File: src/rtl/key_debounce.sv
// Synchronizes active-low key pins and debounces each one with its own filter FSM.
// Optional long-press pulse per key is built when KEY_LONG_PRESS_EN is defined.
module key_debounce #(
  parameter int          KEY_W    = 8,
  parameter logic [23:0] CNT_MAX  = 24'd999_999,
  parameter logic [23:0] LONG_MAX = 24'd14_999_999
) (
  input  logic             sys_clk,
  input  logic             sys_rst,
  input  logic [KEY_W-1:0] key_in,
  output logic [KEY_W-1:0] key_state,
  output logic [KEY_W-1:0] key_press,
  output logic [KEY_W-1:0] key_release,
  output logic [KEY_W-1:0] key_long
);

  localparam logic [1:0] IDLE       = 2'd0;
  localparam logic [1:0] PRESS_FILT = 2'd1;
  localparam logic [1:0] PRESSED    = 2'd2;
  localparam logic [1:0] REL_FILT   = 2'd3;

  logic [KEY_W-1:0] sync1;
  logic [KEY_W-1:0] sync2;

  // Reset to all ones so every key starts out released.
  always_ff @(posedge sys_clk or posedge sys_rst) begin
    if (sys_rst) begin
      sync1 <= '1;
      sync2 <= '1;
    end else begin
      sync1 <= key_in;
      sync2 <= sync1;
    end
  end

  genvar gi;
  generate
    for (gi = 0; gi < KEY_W; gi++) begin : g_key
      logic [1:0]  state_reg, state_next;
      logic [23:0] cnt_reg, cnt_next;
      logic        level_reg, press_reg, release_reg;

      always_comb begin
        state_next = state_reg;
        cnt_next   = cnt_reg;
        case (state_reg)
          IDLE: begin
            if (!sync2[gi]) begin
              state_next = PRESS_FILT;
              cnt_next   = '0;
            end
          end
          PRESS_FILT: begin
            if (sync2[gi]) begin
              state_next = IDLE;
              cnt_next   = '0;
            end else if (cnt_reg == CNT_MAX) begin
              state_next = PRESSED;
              cnt_next   = '0;
            end else begin
              cnt_next = cnt_reg + 24'd1;
            end
          end
          PRESSED: begin
            if (sync2[gi]) begin
              state_next = REL_FILT;
              cnt_next   = '0;
            end
          end
          default: begin
            if (!sync2[gi]) begin
              state_next = PRESSED;
              cnt_next   = '0;
            end else if (cnt_reg == CNT_MAX) begin
              state_next = IDLE;
              cnt_next   = '0;
            end else begin
              cnt_next = cnt_reg + 24'd1;
            end
          end
        endcase
      end

      // Outputs are derived from the next state so they line up with the state change.
      always_ff @(posedge sys_clk or posedge sys_rst) begin
        if (sys_rst) begin
          state_reg   <= IDLE;
          cnt_reg     <= '0;
          level_reg   <= 1'b0;
          press_reg   <= 1'b0;
          release_reg <= 1'b0;
        end else begin
          state_reg   <= state_next;
          cnt_reg     <= cnt_next;
          level_reg   <= (state_next == PRESSED) || (state_next == REL_FILT);
          press_reg   <= (state_reg == PRESS_FILT) && (state_next == PRESSED);
          release_reg <= (state_reg == REL_FILT) && (state_next == IDLE);
        end
      end

      assign key_state[gi]   = level_reg;
      assign key_press[gi]   = press_reg;
      assign key_release[gi] = release_reg;

`ifdef KEY_LONG_PRESS_EN
      logic [23:0] long_cnt_reg, long_cnt_next;
      logic        long_hit;
      logic        long_reg;

      // Saturation at LONG_MAX is what keeps the pulse to once per accepted press.
      always_comb begin
        long_cnt_next = long_cnt_reg;
        long_hit      = 1'b0;
        if ((state_reg == PRESS_FILT) && (state_next == PRESSED)) begin
          long_cnt_next = '0;
        end else if ((state_reg == PRESSED) && (long_cnt_reg != LONG_MAX)) begin
          long_cnt_next = long_cnt_reg + 24'd1;
          long_hit      = (long_cnt_next == LONG_MAX);
        end
      end

      always_ff @(posedge sys_clk or posedge sys_rst) begin
        if (sys_rst) begin
          long_cnt_reg <= '0;
          long_reg     <= 1'b0;
        end else begin
          long_cnt_reg <= long_cnt_next;
          long_reg     <= long_hit;
        end
      end

      assign key_long[gi] = long_reg;
`else
      assign key_long[gi] = 1'b0;
`endif
    end
  endgenerate

`ifndef KEY_LONG_PRESS_EN
  logic [23:0] long_max_unused;
  assign long_max_unused = LONG_MAX;
`endif

endmodule
File: config.mk
export PLATFORM = sky130hd
export DESIGN_NAME = key_debounce
export DESIGN_NICKNAME = d
export VERILOG_FILES = /design/src/rtl/key_debounce.sv
export SDC_FILE = /design/constraint.sdc
export NUM_CORES = 1
export LEC_CHECK = 0
export BUFFER_PORTS_ARGS = -buffer_cell sky130_fd_sc_hd__buf_2
export CAP_MARGIN = 20
export CELL_PAD_IN_SITES_DETAIL_PLACEMENT = 0
export CELL_PAD_IN_SITES_GLOBAL_PLACEMENT = 2
export CORE_UTILIZATION = 40
export DETAILED_ROUTE_END_ITERATION = 12
export PLACE_DENSITY_LB_ADDON = 0.2
export SLEW_MARGIN = 20
export SYNTH_ARGS = -nofsm -noshare
export SYNTH_HDL_FRONTEND = slang
export SYNTH_SLANG_ARGS = --single-unit
File: constraint.sdc
create_clock -name sys_clk -period 8.8 [get_ports sys_clk]
set_input_delay 1.32 -clock sys_clk [delete_from_list [all_inputs] [get_ports sys_clk]]
set_output_delay 1.32 -clock sys_clk [all_outputs]
set_load 0.005 [all_outputs]
# After elaboration in Yosys (flattened, before gate mapping)
# Cells that the tools add are included.
[totals]
ff_bits = 248
output_inout_bits = 32
inputBits = 10
word_cells = 266
[classes]
add_sub_neg = 8
eq_ne = 64
reduce_logical = 48
n_mux = 104
[ops]
columns = ["cell", "count"]
rows = [
  ["$mux 24", 40],
  ["$pmux 24 s3", 8],
  ["$add 24x1->24 const B", 8],
  ["$eq 24x20->1 const B", 8],
  ["$mux 2", 48],
  ["$eq 2x2->1 const B", 32],
  ["$pmux 2 s3", 8],
  ["$logic_not 2->1", 16],
  ["$ne 2x2->1 const B", 16],
  ["$eq 2x1->1 const B", 8],
  ["$logic_and 1x1->1", 16],
  ["$reduce_and 2->1", 8],
  ["$logic_or 1x1->1", 8],
]

# Logic depth before layout (Yosys ltp)
# Gate-level depths: netlist of the first run.
[logic_depth]
depth_word = 6
ltp_mapped = 8
depth_no_buf = 6

# Least setup slack after synthesis of the first run
# OpenSTA, ideal clock, no wires.
[synth_timing]
path_kind = "reg-to-reg"
startpoint = "reg g_key[0].cnt_reg[0]"
endpoint = "reg g_key[0].cnt_reg[22]"
required_ns = 8.731
path_slack_ns = 6.841
n_path_buf = 0
setup_ns = 0.069
period_less_slack_ns = 1.959
path_stages_with_launch = 7
t_arrival_ns = 1.890
path_cell_list = "dfrtp_1 ha_1 and3_1 and3_1 a31o_2 or4_1 nand3_1"
[synth_between]
elab_chain_cells = 4
elab_cells_between_ends = 6
cone_classes = "add/sub: 1; eq/ne: 1; mux: 4"
[synth_lines]
columns = ["item", "line", "rtl"]
rows = [
  ["start, declared", "40", "logic [23:0] cnt_reg, cnt_next;"],
  ["start signal, assigned", "94", "cnt_reg <= cnt_next;"],
  ["$add 24x1->24 or $eq 24x20->1 (tied branches)", "--", ""],
  ["$mux 24 *", "57, 74", ""],
  ["$mux 24, on equally long branches", "71, 54", ""],
  ["$pmux 24 s3 *", "46", "case (state_reg)"],
]
# Every way passes the cells marked *; elsewhere a longest branch is shown, timed or not.
# A chain may end at the register's enable or synchronous reset.

# Worst setup path in the final report of the first run
[layout_timing]
startpoint = "reg g_key[3].cnt_reg[0]"
endpoint = "reg g_key[3].cnt_reg[18]"
[layout_between]
elab_chain_cells = 4
elab_cells_between_ends = 6
cone_classes = "add/sub: 1; eq/ne: 1; mux: 4"
[layout_lines]
columns = ["item", "line"]
rows = [
  ["start, declared", "40"],
  ["start signal, assigned", "94"],
  ["$add 24x1->24 or $eq 24x20->1 (tied branches)", "--"],
  ["$mux 24 *", "57, 74"],
  ["$mux 24, on equally long branches", "71, 54"],
  ["$pmux 24 s3 *", "46"],
]
# Marked as above.

==> out/results.txt, run 1 <==
Final Hold Violating Endpoints -> 0
Post-synth top flop -> dfrtp_1
RR Startpoint -> g_key[3].cnt_reg[0]
Share of layout cells above drive strength 1 -> 10.85%
Register bit count reported by yosys -> 246
Async SR Flop Fraction -> 100.0%
RSZ-0062 raised after global routing -> false
Reg2reg end -> g_key[3].cnt_reg[18]
Root buf cell -> clkbuf_16
Placeable core region -> 31880 sq um
CP Max Fanout -> 26
Syn Std Cell Area -> 13100 sq um
Hold_ws -> 354.6 ps
Global-route wire length before repair -> 50.96 mm
Hold Crit Class -> reg -> reg
Avg Synthesized Cell Area -> 9.228 sq um
Portion of total power attributed to the clock network -> 50.6%
# diodes -> 0
Grt met1 use -> 26.72%
Seq pwr share -> 44.8%
CP Buf/Inv Count -> 2
Hold EP -> sync2[0]
Placer Congestion -> 0.7495
CTS tree -> built
Nets@finish -> 1414
MaxCap Viol Count -> 0
Via count -> 10510
Placed cell area -> 13320 sq um
Critical-path top delay cell -> a21oi_2
GR peak layer -> met2
Critical Setup Path Class -> reg -> reg
Htree depth -> 1
DIE AREA -> 33490 sq um
Number of enable flip-flop cells after synthesis -> 0
Critical Path, Cell by Cell -> ha_1, nand3_1, nor3_1, a21oi_2, buf_4, inv_1, o311ai_1
Total power -> 2.658 mW
Critical path launch point -> g_key[3].cnt_reg[0]
DR DRC count -> 0
Detailed-router iteration count before antenna repair -> 5
PostCTS Resize Cnt -> 0
P_int -> 2.048 mW
CP peak stage delay -> 540 ps
P&R area growth vs syn -> 10.02%
Startpoint Class -> flip-flop
Initial Util -> 41.10%
Syn Inst Count -> 1420
Clk Latency, worst-skew pair -> 550 ps
DR vias/cell -> 5.666
Met2 usage -> 28.32%
Worst slack, placed -> 5638 ps
Seq/Total Area, Yosys -> 47.13%
Distinct cell type count after synthesis -> 70
Setup WS post-layout -> 6301 ps
I/O Pins -> 42
Switching share of power -> 22.94%
Worst setup EP type -> flip-flop
Synth warn -> 0
Period utilization -> 28.40%
Max reg flops -> 192
Worst r2r path cells -> 7
Leakage -> 5.798 nW
Drt wl/cell -> 16.11 um
CTS Buffer Depth -> 3
R2R setup slack -> 6300 ps
Postcts setup bufs -> 0
Vias in the first global route -> 9853
Final antenna-violating net count -> 0
Reg clk slew, reported paths -> 60 ps
CTS sink cnt -> 246
Number of CTS-inserted buffers -> 30
Largest net degree at the start of global routing -> 134
HPWL after DPL -> 19.11 mm
Hold Path Stages -> 0
IO Port Bufs -> 33
CP Data Required Time -> 9250 ps
Minimum clock period -> 2499 ps
Final worst clock skew -> 12.98 ps
Worst Min Path Start -> sync1[0]
Worst Max-Slew Pin Slew -> 1057 ps
Final Max Tran Viols -> 0
Switch Pwr -> 609.7 uW
Die W -> 183.0 um
Max frequency -> 400.1 MHz
Hold Buf Count CTS -> 0
Total GRT Usage -> 18.11%
Final instance area -> 14420 sq um
Cell Rows -> 65
Endpoints failing setup -> 0
Setup tns final -> 0 ps
Initial antenna violation count -> 0
GRT Residual Overflow -> 0
Cell Pwr Density -> 184.3 nW/um^2
Combinational Power Share -> 4.7%
DRT Wirelength -> 29.88 mm
Chip height -> 183.0 um
Kind of cell adding the most delay to the critical path -> compound AO/OA/AOI/OAI gates
CP arrival -> 2950 ps
Slew HR -> 29.26%
Drt initial violations -> 745
Met3 usage -> 2.006%
Worst VDD drop -> 141.2 uV
Run status -> finished, final reports clean
[cells in the mapped netlist (4+ instances only)]
cell type  count  area (sq um)
xor2_1         5         43.79
buf_4         32         240.2
mux2i_1       22         220.2
nor4_1        21         131.4
buf_6          7         78.83
nor4_2         8         100.1
or2_2         13         81.33
and2_1        15         93.84
clkbuf_1      33         123.9
a22o_1        13         113.9
nor4b_1        9         78.83
and3_1        26         162.7
or4_1          6         45.04
nand2b_1      24         150.1
o31a_1         5         43.79
or3_1         25         156.4
dfrtp_1      230          5756
o22ai_1        4         25.02
and4_1        22         192.7
o311ai_1       4         35.03
nand4_1       50         312.8
nand2_1      154         578.1
inv_1         47         176.4
buf_2         29         145.1
nor3_1        36         180.2
a21o_1        19         142.6
nor2_1        57         214.0
nand3_1       96         480.5
dfstp_2       16         420.4
xnor2_1       12         105.1
o211ai_1      12         90.09
o21ai_0       75         375.4
o21bai_1       7         52.55
a21oi_1       97         485.5
a41oi_1       15         131.4
a31oi_1      113         706.9
ha_1           8         100.1
nor3b_1        6         45.04
[cells by family (layout without fill, tap and decap cells)]
| group | after synthesis | count (layout) | share of synthesized area [%] |
|---|---|---|---|
| compound gates | 388 | 388 | 18.81 |
| other cells | 1 | 8 | 0.02862 |
| fa+ha+maj | 8 | 8 | 0.7639 |
| flops | 246 | 246 | 47.13 |
| buf+inv | 152 | 145 | 5.977 |
| mux | 22 | 22 | 1.681 |
| simple gates | 586 | 586 | 24.47 |
| xor+xnor | 17 | 17 | 1.136 |
[through the flow]
step                      util, %  instances
after floorplan                 -       1427
after global placement      41.77       1799
after detailed placement    41.77       1799
after CTS                   45.20       1855
after global routing        45.22       1855
final                       45.22       1855
[layout make-up]
cell class | count | area [sq um]
clock buffers | 44 | 904.6
clock inverters | 12 | 190.2
fillers | 3117 | 17460
inverters | 47 | 183.9
multi-input cells | 1029 | 6185
flip-flops and latches | 246 | 6176
well taps | 435 | 544.3
repair buffers | 42 | 232.7
[placed cells by master, fill, tap and decap left out, drive strengths merged, types with 6 or more instances in the layout]
master,instances
or3,25
nor3,37
a41oi,15
and3,26
nand3,97
dfrtp,230
o21ai,75
inv,47
o311ai,8
dfstp,16
nor4b,12
a22o,13
clkbuf,44
xnor2,12
nor2,57
or2,14
nor3b,6
conb,8
ha,8
nand4,51
a21o,19
and2,16
nand2b,24
o21bai,7
a31oi,114
nor4,30
mux2i,22
buf,42
nand2,154
o211ai,13
and4,22
a21oi,99
or4,7
[per-layer routing]
metal / share of wire, % / vias to the layer above
li1: - / 5219
met1: 51 / 5096
met2: 45 / 159
met3: 2.8 / 36
met4: 2.0 / 0
met5: 0 / -
[worst register-to-register path: cells and delay by family, from the launching register on]
kind                       cells  cell delay (ps)
adders and majority gates      1              240
buffers and inverters          2              540
AOI/OAI and AO/OA              2              810
DFF                            1              420
and+or+nand+nor                2              400
[worst max path at each step]
stage                                 endpoint  cells after the start
after global placement    g_key[4].cnt_reg[20]                      3
after global routing      g_key[3].cnt_reg[11]                      3
after floorplan            g_key[0].cnt_reg[0]                      1
final                     g_key[3].cnt_reg[18]                      7
after CTS                 g_key[3].cnt_reg[13]                      3
after detailed placement  g_key[4].cnt_reg[22]                      3
[power groups by stage]
stage / logic (mW) / clock network, mW / registers, mW
2_1_floorplan: 0.104 / 0 / 1.20
3_3_place_gp: 0.125 / 0 / 1.21
3_5_place_dp: 0.127 / 0 / 1.21
4_1_cts: 0.127 / 1.38 / 1.19
5_1_grt: 0.142 / 1.42 / 1.19
6_report: 0.124 / 1.34 / 1.19
(Power assumes the default switching activity.)
==> run 2, diff against run 1 <==
Settings changed: CORE_UTILIZATION 40 to 36.
Clock period 8.8 ns to 2.2 ns, I/O delays scaled along.
==> out/results.txt, run 2 (synthesized netlist as in run 1, its figures left out) <==
Failing checks -> DRC
Run status -> finished with violations
DRT Wirelength -> 30.97 mm
Slew HR -> 30.64%
Largest net degree at the start of global routing -> 73
Worst slack, placed -> 92.11 ps
Placer Congestion -> 0.7694
CTS tree -> built
R2R setup slack -> 130 ps
Global-route wire length before repair -> 52.47 mm
Postcts setup bufs -> 0
Via count -> 10730
Cell Pwr Density -> 680.6 nW/um^2
Nets@finish -> 1489
Placeable core region -> 35660 sq um
Share of layout cells above drive strength 1 -> 14.66%
Htree depth -> 1
Final Max Tran Viols -> 0
P&R area growth vs syn -> 14.55%
CP arrival -> 2570 ps
Final Hold Violating Endpoints -> 0
Critical path launch point -> g_key[0].cnt_reg[0]
Initial Util -> 36.75%
DR vias/cell -> 5.488
CTS sink cnt -> 246
Clk Latency, worst-skew pair -> 570 ps
RR Startpoint -> g_key[0].cnt_reg[0]
Root buf cell -> clkbuf_16
Startpoint Class -> flip-flop
Drt wl/cell -> 15.84 um
Worst setup path endpoint -> g_key[0].cnt_reg[11]
Total GRT Usage -> 17.07%
Final worst clock skew -> 9.355 ps
Hold_ws -> 355.4 ps
Most common cell after layout, fill and taps aside -> dfrtp_1
Cell Rows -> 69
Area occupied by multi-input gates -> 6222 sq um
Setup WS post-layout -> 132.2 ps
GRT Residual Overflow -> 0
Period utilization -> 93.99%
Leakage -> 6.146 nW
Minimum clock period -> 2068 ps
CTS Buffer Depth -> 3
Worst Max-Slew Pin Slew -> 1037 ps
Max reg flops -> 192
I/O Pins -> 42
DIE AREA -> 37170 sq um
Reg clk slew, reported paths -> 60 ps
Hold Crit Class -> reg -> reg
Initial antenna violation count -> 0
Number of CTS-inserted buffers -> 31
Vias in the first global route -> 10220
Final antenna-violating net count -> 0
Max frequency -> 483.6 MHz
# diodes -> 0
Reg2reg end -> g_key[0].cnt_reg[11]
Worst r2r path cells -> 6
RSZ-0062 raised after global routing -> false
HPWL after DPL -> 20.62 mm
Die W -> 192.8 um
Detailed-router iteration count before antenna repair -> 9
Worst setup EP type -> flip-flop
IO Port Bufs -> 33
Hold Path Stages -> 0
Final Util -> 42.10%
CP Data Required Time -> 2700 ps
Drt initial violations -> 717
Register Area -> 6176 sq um
DR DRC count -> 2
Worst VDD drop -> 601.0 uV
Total power -> 10.22 mW
Endpoints failing setup -> 0
CP Max Fanout -> 8
Most frequent cells in the layout -> 230 x dfrtp_1, 153 x nand2_1, 113 x a31oi_1
Fillers -> 3497
MaxCap Viol Count -> 0
Chip height -> 192.8 um
Critical Setup Path Class -> reg -> reg
[run 2: cell count changes in the layout (fill, tap and decap cells not counted), sizes merged]
cell         delta
clkinv          +1
buf            +65
dlygate4sd3     +9
clkbuf          +4
clkinvlp        -1
bufinv          -4
[run 2: per-layer routing]
metal	up-vias	wire, um	part of all wire [%]	track usage [%]
met2	128	14070	45	26.94
met4	0	565	1.8	4.088
met3	42	856	2.8	2.637
li1	5374	-	-	-
met5	-	0	0	0
met1	5185	15490	50	24.32
[run 2: where the power goes]
part | switching [mW] | total, mW | internal (mW)
Clock | 1.97 | 4.91 | 2.93
Combinational | 0.364 | 0.553 | 0.189
Sequential | 0.125 | 4.76 | 4.63
Total | 2.46 | 10.2 | 7.75
[run 2: worst max-delay path, stage by stage (launching register included)]
cell,delay (ps)
dfrtp_1,410
ha_1,260
and3_1,220
and3_1,250
a31o_4,290
or4_1,500
nand3_1,100
[run 2: area by class of cell]
cell class / count / area share, %
Clock buffer: 48 / 6.060
Clock inverter: 8 / 0.4835
Inverter: 47 / 1.200
Multi-Input combinational cell: 1029 / 41.45
Sequential cell: 246 / 41.14
Tap cell: 461 / 3.843
Timing Repair Buffer: 116 / 5.818
[run 2: repair_timing]
action                                  4_1_cts  5_1_grt
hold buffers                                  9        0
endpoints found under the setup margin        0       20
gates resized for setup                       0        8
hold endpoints to repair                    116        0
[run 2: how the worst min path moves through the flow]
stage	from	end	slack, ps
2_1_floorplan	key_in[0]	sync1[0]	330
3_3_place_gp	sync1[4]	sync2[4]	350
3_5_place_dp	sync1[2]	sync2[2]	350
4_1_cts	sync1[4]	sync2[4]	360
5_1_grt	sync1[5]	sync2[5]	360
6_report	sync1[4]	sync2[4]	360
[run 2: metrics by stage]
step                instance area, sq um  std cells  setup TNS (ps)
floorplan                          13130       1427         -318270
global placement                   13890       1889               0
detailed placement                 13890       1890               0
CTS                                14970       1955               0
global route                       15010       1955               0
finish                             15010       1955               0
==> run 3, diff against run 2 <==
Settings changed: CTS_CLUSTER_DIAMETER from default to 50, PLACE_DENSITY from default to 0.74, PLACE_DENSITY_LB_ADDON 0.2 to default.
==> out/results.txt, run 3 (synthesized netlist as in run 1, its figures left out) <==
Max reg flops -> 192
Placed cell area -> 13980 sq um
CP Buf/Inv Count -> 0
Initial antenna violation count -> 0
Placer Congestion -> 0.7462
Hold Crit Class -> in -> async
Top Layer Used -> met4
Global-route wire length before repair -> 53.21 mm
Drt wl/cell -> 15.89 um
Setup tns final -> 0 ps
Final Max Tran Viols -> 0
DR vias/cell -> 5.497
Detailed-router iteration count before antenna repair -> 9
MaxCap Viol Count -> 0
IO Port Bufs -> 33
Die W -> 192.8 um
Final antenna-violating net count -> 0
Final Util -> 43.09%
Number of CTS-inserted buffers -> 38
Met3 wire length -> 1.073 mm
Critical-path top delay cell -> or4_1
Leakage -> 6.315 nW
Via count -> 10870
Postcts setup bufs -> 0
Minimum clock period -> 2096 ps
Htree depth -> 2
DRT Wirelength -> 31.43 mm
Period utilization -> 95.29%
P&R area growth vs syn -> 17.25%
CTS Buffer Depth -> 3
Cell Rows -> 69
Most frequent CP cell -> and3_1
Startpoint Class -> flip-flop
Most common cell after layout, fill and taps aside -> dfrtp_1
Run status -> finished with violations
Final Hold Violating Endpoints -> 0
Root buf cell -> clkbuf_16
Worst Max-Slew Pin Slew -> 1042 ps
DR DRC count -> 2
Chip height -> 192.8 um
Critical Setup Path Class -> reg -> reg
Critical Path, Cell by Cell -> ha_1, and3_1, and3_1, a31o_4, or4_1, nand3_1
Kind of cell adding the most delay to the critical path -> simple AND/OR/NAND/NOR gates
Failing checks -> DRC
M1 WL -> 15.35 mm
Stages on worst setup path -> 6
DIE AREA -> 37170 sq um
Max frequency -> 477.0 MHz
Worst VDD drop -> 420.8 uV
Endpoints failing setup -> 0
Cell Pwr Density -> 730.0 nW/um^2
Clk Latency, worst-skew pair -> 560 ps
Slew HR -> 30.24%
CP Max Fanout -> 8
Initial Util -> 36.75%
Most frequent cells in the layout -> 230 x dfrtp_1, 154 x nand2_1, 113 x a31oi_1
Non-filler instance count after layout -> 1978
Fillers -> 3479
Worst setup EP type -> flip-flop
Worst r2r path cells -> 6
I/O Pins -> 42
Routed met2 length -> 14.22 mm
Placeable core region -> 35660 sq um
CTS sink cnt -> 246
Total GRT Usage -> 17.60%
CTS tree -> built
CP Data Required Time -> 2690 ps
Share of layout cells above drive strength 1 -> 16.15%
CP peak stage delay -> 500 ps
Final instance area -> 15360 sq um
Largest net degree at the start of global routing -> 76
Drt initial violations -> 601
Vias in the first global route -> 10310
CP arrival -> 2580 ps
Dpl cells -> 1901
GRT Residual Overflow -> 0
Nets@finish -> 1507
Final worst clock skew -> 30.22 ps
HPWL after DPL -> 20.57 mm
# diodes -> 0
Reg clk slew, reported paths -> 60 ps
==> run 3: cell count changes in the layout (fill, tap and decap cells not counted), sizes merged <==
cell | previous run | this run
buf | 107 | 118
clkinv | 6 | 11
clkinvlp | 1 | 6
bufinv | 1 | 2
clkbuf | 48 | 49
==> run 3: path summary, 6_finish.rpt <==
| path | startpoint | endpoint | slack [ps] |
|---|---|---|---|
| worst max-delay path | g_key[0].cnt_reg[0] | g_key[0].cnt_reg[22] | 100 |
| worst min-delay path | sys_rst | g_key[3].cnt_reg[14] | 340 |
| worst max register to register | g_key[0].cnt_reg[0] | g_key[0].cnt_reg[22] | 100 |
| worst min register to register | sync1[4] | sync2[4] | 340 |
| max in group asynchronous | sys_rst | g_key[2].cnt_reg[17] | 1150 |
| min in group sys_clk | sync1[4] | sync2[4] | 340 |
==> run 3: final cells by class <==
type	count	area, sq um	area share [%]
Tap cell	461	576.8	3.754
Sequential cell	246	6176	40.20
Multi-Input combinational cell	1029	6235	40.58
Timing Repair Buffer	127	955.9	6.222
Clock buffer	49	1054	6.857
Inverter	47	180.2	1.173
Clock inverter	19	187.7	1.222
==> run 3: tightest hold or removal path, stage by stage <==
cell           delay [ps]
dlygate4sd3_1         530
buf_2                 130
clkinvlp_4             80
buf_12                170
==> run 3: what timing repair did <==
action	in CTS	in global routing
resized for setup	0	8
endpoints found under the setup margin	0	40
hold buffers	9	0
endpoints found under the hold margin	23	0
==> run 3: metal layers <==
layer  global-route usage (%)  up-vias
li1                         -     5413
met1                    24.42     5244
met2                    27.39      163
met3                    2.855       53
met4                    6.663        0
met5                        0        -
==> run 3: power breakdown <==
group	leakage (nW)	switching (mW)	internal, mW
Clock	0.599	2.25	3.64
Sequential	3.35	0.117	4.63
Combinational	2.37	0.378	0.201
==> run 3: metrics by stage <==
step,hold WS [ps],setup slack (ps),power [mW]
final,338.8,103.5,11.22
after global routing,352.1,-1.019,11.70
after CTS,310.1,51.99,11.45
after detailed placement,346.8,68.70,5.399
after global placement,346.2,73.96,5.394
after floorplan,334.5,-1349,5.216
